**src/rtl/divider_trim_sar_cal.sv**
```systemverilog
// Successive-approximation calibration controller for the 5-bit divider trim.
// Enables the divider and comparator, then resolves the trim code MSB first.
// Each trial settles, then takes a majority vote of synchronised comparator samples.
// A final verify vote at the chosen code is reported on cal_hi.
module divider_trim_sar_cal #(
  parameter int          EN_WAIT    = 16,
  parameter int          SETTLE_CYC = 8,
  parameter int          NSAMP      = 3,
  parameter logic [4:0]  POL_MASK   = 5'b10000,
  parameter logic [4:0]  TRIM_RST   = 5'b00000
) (
  input  logic       clk,
  input  logic       rst,
  input  logic       start,
  input  logic       abort,
  input  logic       ovr_en,
  input  logic [4:0] ovr_trim,
  input  logic       cmp_in,
  output logic       div_en,
  output logic       cmp_en,
  output logic [4:0] trim,
  output logic       busy,
  output logic       done,
  output logic       cal_hi
);

  typedef enum logic [3:0] {
    S_IDLE, S_ENWAIT, S_TRIAL, S_SETTLE, S_SAMPLE,
    S_DECIDE, S_VSETTLE, S_VSAMPLE, S_DONE
  } state_t;

  // Terminal counts are one less than the dwell length because cnt starts at 0
  localparam logic [7:0] EN_LAST  = 8'(EN_WAIT - 1);
  localparam logic [7:0] SET_LAST = 8'(SETTLE_CYC - 1);
  localparam logic [7:0] SMP_LAST = 8'(NSAMP - 1);
  localparam logic [4:0] NSAMP_W  = 5'(NSAMP);

  state_t     state, state_n;
  logic [4:0] u, u_n;
  logic [2:0] k, k_n;
  logic [7:0] cnt, cnt_n;
  logic [3:0] ones, ones_n;
  logic       cal_hi_n;
  logic       sync1, cmp_s;
  logic [3:0] ones_inc;
  logic       maj_now, maj_inc, in_busy;

  assign in_busy  = (state != S_IDLE) && (state != S_DONE);
  assign ones_inc = ones + {3'b000, cmp_s};
  assign maj_now  = {ones, 1'b0} > NSAMP_W;
  assign maj_inc  = {ones_inc, 1'b0} > NSAMP_W;

  assign busy   = in_busy;
  assign cmp_en = in_busy;
  assign div_en = in_busy || (state == S_DONE);
  assign done   = (state == S_DONE);

  // Trim output: override wins, otherwise reset code in IDLE, else the polarity-mapped up-code
  always_comb begin
    trim = u ^ ~POL_MASK;
    if (ovr_en)
      trim = ovr_trim;
    else if (state == S_IDLE)
      trim = TRIM_RST;
  end

  // Two-flop synchroniser for the asynchronous comparator output
  always_ff @(posedge clk or posedge rst) begin
    if (rst) begin
      sync1 <= 1'b0;
      cmp_s <= 1'b0;
    end else begin
      sync1 <= cmp_in;
      cmp_s <= sync1;
    end
  end

  // Next-state logic: SAR sequencing, dwell counting and majority voting
  always_comb begin
    state_n  = state;
    u_n      = u;
    k_n      = k;
    cnt_n    = cnt + 8'd1;
    ones_n   = ones;
    cal_hi_n = cal_hi;
    case (state)
      S_IDLE, S_DONE: begin
        cnt_n = 8'd0;
        if (start && !ovr_en) begin
          state_n  = S_ENWAIT;
          u_n      = 5'd0;
          k_n      = 3'd4;
          ones_n   = 4'd0;
          cal_hi_n = 1'b0;
        end
      end
      S_ENWAIT: begin
        if (cnt == EN_LAST) begin
          state_n = S_TRIAL;
          k_n     = 3'd4;
          cnt_n   = 8'd0;
        end
      end
      S_TRIAL: begin
        u_n[k]  = 1'b1;
        state_n = S_SETTLE;
        cnt_n   = 8'd0;
      end
      S_SETTLE: begin
        if (cnt == SET_LAST) begin
          state_n = S_SAMPLE;
          cnt_n   = 8'd0;
        end
      end
      S_SAMPLE: begin
        ones_n = ones_inc;
        if (cnt == SMP_LAST) begin
          state_n = S_DECIDE;
          cnt_n   = 8'd0;
        end
      end
      S_DECIDE: begin
        if (maj_now)
          u_n[k] = 1'b0;
        ones_n = 4'd0;
        cnt_n  = 8'd0;
        if (k == 3'd0) begin
          state_n = S_VSETTLE;
        end else begin
          k_n     = k - 3'd1;
          state_n = S_TRIAL;
        end
      end
      S_VSETTLE: begin
        if (cnt == SET_LAST) begin
          state_n = S_VSAMPLE;
          cnt_n   = 8'd0;
        end
      end
      S_VSAMPLE: begin
        ones_n = ones_inc;
        if (cnt == SMP_LAST) begin
          cal_hi_n = maj_inc;
          state_n  = S_DONE;
          cnt_n    = 8'd0;
        end
      end
      default: begin
        state_n = S_IDLE;
        cnt_n   = 8'd0;
      end
    endcase
    if (abort && in_busy) begin
      state_n  = S_IDLE;
      u_n      = 5'd0;
      k_n      = 3'd4;
      cnt_n    = 8'd0;
      ones_n   = 4'd0;
      cal_hi_n = cal_hi;
    end
  end

  // State and datapath registers
  always_ff @(posedge clk or posedge rst) begin
    if (rst) begin
      state  <= S_IDLE;
      u      <= 5'd0;
      k      <= 3'd4;
      cnt    <= 8'd0;
      ones   <= 4'd0;
      cal_hi <= 1'b0;
    end else begin
      state  <= state_n;
      u      <= u_n;
      k      <= k_n;
      cnt    <= cnt_n;
      ones   <= ones_n;
      cal_hi <= cal_hi_n;
    end
  end

endmodule

```
**config.mk**
```make
export PLATFORM = sky130hd
export DESIGN_NAME = divider_trim_sar_cal
export DESIGN_NICKNAME = d
export VERILOG_FILES = /design/src/rtl/divider_trim_sar_cal.sv
export SDC_FILE = /design/constraint.sdc
export NUM_CORES = 1
export LEC_CHECK = 0
export ABC_AREA = 1
export BUFFER_PORTS_ARGS = -buffer_cell sky130_fd_sc_hd__buf_2
export CELL_PAD_IN_SITES_DETAIL_PLACEMENT = 1
export CELL_PAD_IN_SITES_GLOBAL_PLACEMENT = 1
export CORE_ASPECT_RATIO = 0.8
export CORE_UTILIZATION = 45
export DETAILED_ROUTE_END_ITERATION = 6
export PLACE_DENSITY = 0.84
export REMOVE_ABC_BUFFERS = 1
export SKIP_CTS_REPAIR_TIMING = 1
export SYNTH_ARGS = -nofsm -noshare
export SYNTH_HDL_FRONTEND = slang
export SYNTH_SLANG_ARGS = --single-unit
```
**constraint.sdc**
```tcl
create_clock -name clk -period 2.81 [get_ports clk]
set_input_delay 0.281 -clock clk [delete_from_list [all_inputs] [get_ports clk]]
set_output_delay 0.281 -clock clk [all_outputs]
set_load 0.03 [all_outputs]
```
==> flow_summary_export.csv <==
group,metric,value,unit
synth,syn_area_per_cell,7.13,µm²
power_and_ir_drop,seqPwrFrac,30.3,%
finish,instances_no_fill,328,
power_and_ir_drop,power_switching_share,51.9,%
finish,drive_above_1_share,19.8,%
finish,antenna_cells,0,
sta,post-route-min-period,1850,ps
power_and_ir_drop,p_per_area,879,nW/µm²
sta,setup_viol,0,
clock_network,worstSkewPairLatency,280,ps
clock_network,cts_root_buf,"clkbuf_8",
finish,layout_commonest_cell,"nand2_1",
setup_path,arrival,1570,ps
sta,tightest_slew,439,ps
floorplanning,initial_core_util,46.9,%
floorplanning,die_y,58.3,µm
finish,fillers,530,
clock_network,ctsHtreeMaxLevel,1,
floorplanning,die_x,72.4,µm
clock_network,cts_tree,"built",
placement,dp_cells,324,
sta,hold_viol,0,
power_and_ir_drop,p_clk_share,12.8,%
grt,grt_pass1_wl,7720,µm
run,drv_cap,0,
setup_path,cp-end-kind,"output pin",
grt,grt_max_degree,28,
clock_network,clk_pin_slew,100,ps
sta,timing.slew.headroom,70.6,%
placement,place.gp.congestion,0.795,
setup_path,critPathRequiredTime,2530,ps
sta,drv_slew,0,
detailed_routing,drc,0,
grt,grt.total_usage,23.8,%
setup_path,r2r-start,"state[0]",
placement,dpl.hpwl,3520,µm
clock_network,numCtsBuffers,3,
synth,synth.top_cell.area_share,36.5,%
setup_path,startpoint,"state[0]",
synth,ys_seq_area_share,38.0,%
synth,synthCells,250,
detailed_routing,postRouteAntennaNets,0,
power_and_ir_drop,power.leakage,1.07,nW
synth,syn_area,1780,µm²
detailed_routing,num_vias,1621,
grt,first_global_vias,1665,
setup_path,critPathMaxFanout,7,
detailed_routing,first_iter_violations,95,
power_and_ir_drop,intPower,842,µW
detailed_routing,firstDrtPassIters,4,
detailed_routing,post_drt_wl_per_cell,13.7,µm
finish,final_cell_mix,"nand2_1 (75), inv_1 (29), nand3_1 (28)",
setup_path,critical_path_class,"reg -> out",
synth,ys_ff_latch,27,
synth,synth.distinct_cells,27,
sta,rsz0062_at_grt,"no",
sta,period_share,66.0,%
floorplanning,row_count,20,
power_and_ir_drop,ir_drop,0.000380,V
power_and_ir_drop,power.switching,910,µW
clock_network,clockBufferDepth,2,
detailed_routing,postRouteWirelength,4490,µm
finish,syn_to_final_growth,11.8,%
grt,overflow,0,
detailed_routing,viasPerCell,4.94,
sta,finalSetupTns,0,ps
outcome,outcome,"completed",
setup_path,r2r_slack,1050,ps
sta,max_freq,539,MHz
setup_path,worstSetupStartpointType,"flip-flop",
clock_network,cts_sinks,27,
synth,yosys.area.top_type,"dfrtp_1",
placement,io_buffers,20,
floorplanning,io_pins,21,
synth,ys_top_cells_by_area,"dfrtp_1 (36%), nand2_1 (16%), nand3_1 (7.9%)",
grt,antenna_found_initial,0,
synth,ys_warn_count,0,
floorplanning,die_area,4220,µm²
finish,final_nets,291,
min_path,hold_class,"in -> async",
sta,finClkSkew,7.55,ps
floorplanning,core_area,3800,µm²
power_and_ir_drop,combPwrFrac,56.9,%
[power groups by stage]
stage	logic, mW	clock network (mW)	registers (mW)
after global placement	0.973	0	0.534
after floorplan	0.756	0	0.518
after CTS	1.00	0.235	0.530
after detailed placement	0.993	0	0.537
after global routing	1.12	0.245	0.541
final	0.996	0.224	0.532
[state kept, by name (all words and copies together) (netlist names)]
| signal | cells |
|---|---|
| cal_hi | 1 |
| cmp_s | 1 |
| cnt | 8 |
| k | 3 |
| ones | 4 |
| state | 4 |
| sync1 | 1 |
| u | 5 |
[worst max-delay path, stage by stage (launching register included)]
cell and delay (ps):
dfrtp_1 480, nor2_2 240, nand2_1 220, nand3_1 130
nand2_1 50, buf_2 170
[layout make-up]
class | count | area, µm² | share of cell area (%)
Clock buffer | 3 | 41.3 | 2.07
Tap cell | 55 | 68.8 | 3.45
Inverter | 33 | 124 | 6.21
Timing Repair Buffer | 21 | 108 | 5.40
Multi-Input combinational cell | 188 | 967 | 48.5
Clock inverter | 1 | 7.51 | 0.377
Sequential cell | 27 | 677 | 34.0
[layer usage]
metal / up-vias / wire length, µm / GRT usage (%)
li1: 838 / - / -
met1: 767 / 2350 / 34.5
met2: 14 / 2020 / 37.9
met3: 2 / 94 / 4.45
met4: 0 / 19 / 3.92
met5: - / 0 / 0
[synth_stat cells, drive strengths merged]
cell type  number
nand2          87
dfstp           1
o21ai          17
buf             2
ha              6
inv            33
a21oi           5
o31ai           1
xnor2           2
xor2            5
nand4           1
nand3          31
nor3            4
or2             1
o22ai           1
dfrtp          26
nor2           27
[stage by stage]
stage	setup WS (ps)	util, %	area [µm²]	hold WS (ps)	total power [mW]
floorplan	1270	-	1770	312	1.27
global placement	1160	51.1	1940	335	1.51
detailed placement	1090	51.1	1940	363	1.53
CTS	956	52.4	1990	55.0	1.77
global route	857	52.4	1990	93.8	1.90
finish	956	52.4	1990	46.1	1.75
[path summary, 6_finish.rpt]
| check | endpoint | cells after the start |
|---|---|---|
| worst min-delay path | cnt[1] | 3 |
| worst max-delay path | trim[0] | 5 |
| worst max register to register | cal_hi | 8 |
| worst min register to register | cmp_s | 0 |
| max in group asynchronous | k[2] | 3 |
| min in group clk | sync1 | 1 |
[kinds of logic after synthesis]
group                    count (synthesis)  share of synthesized area [%]
AO/OA/AOI/OAI                           24                           7.58
flip-flops                              27                           38.0
adder cells (fa/ha/maj)                  6                           4.21
buffers and inverters                   35                           7.79
AND/OR/NAND/NOR                        151                           39.0
XOR/XNOR                                 7                           3.44
Power figures use the tool's default switching activity.
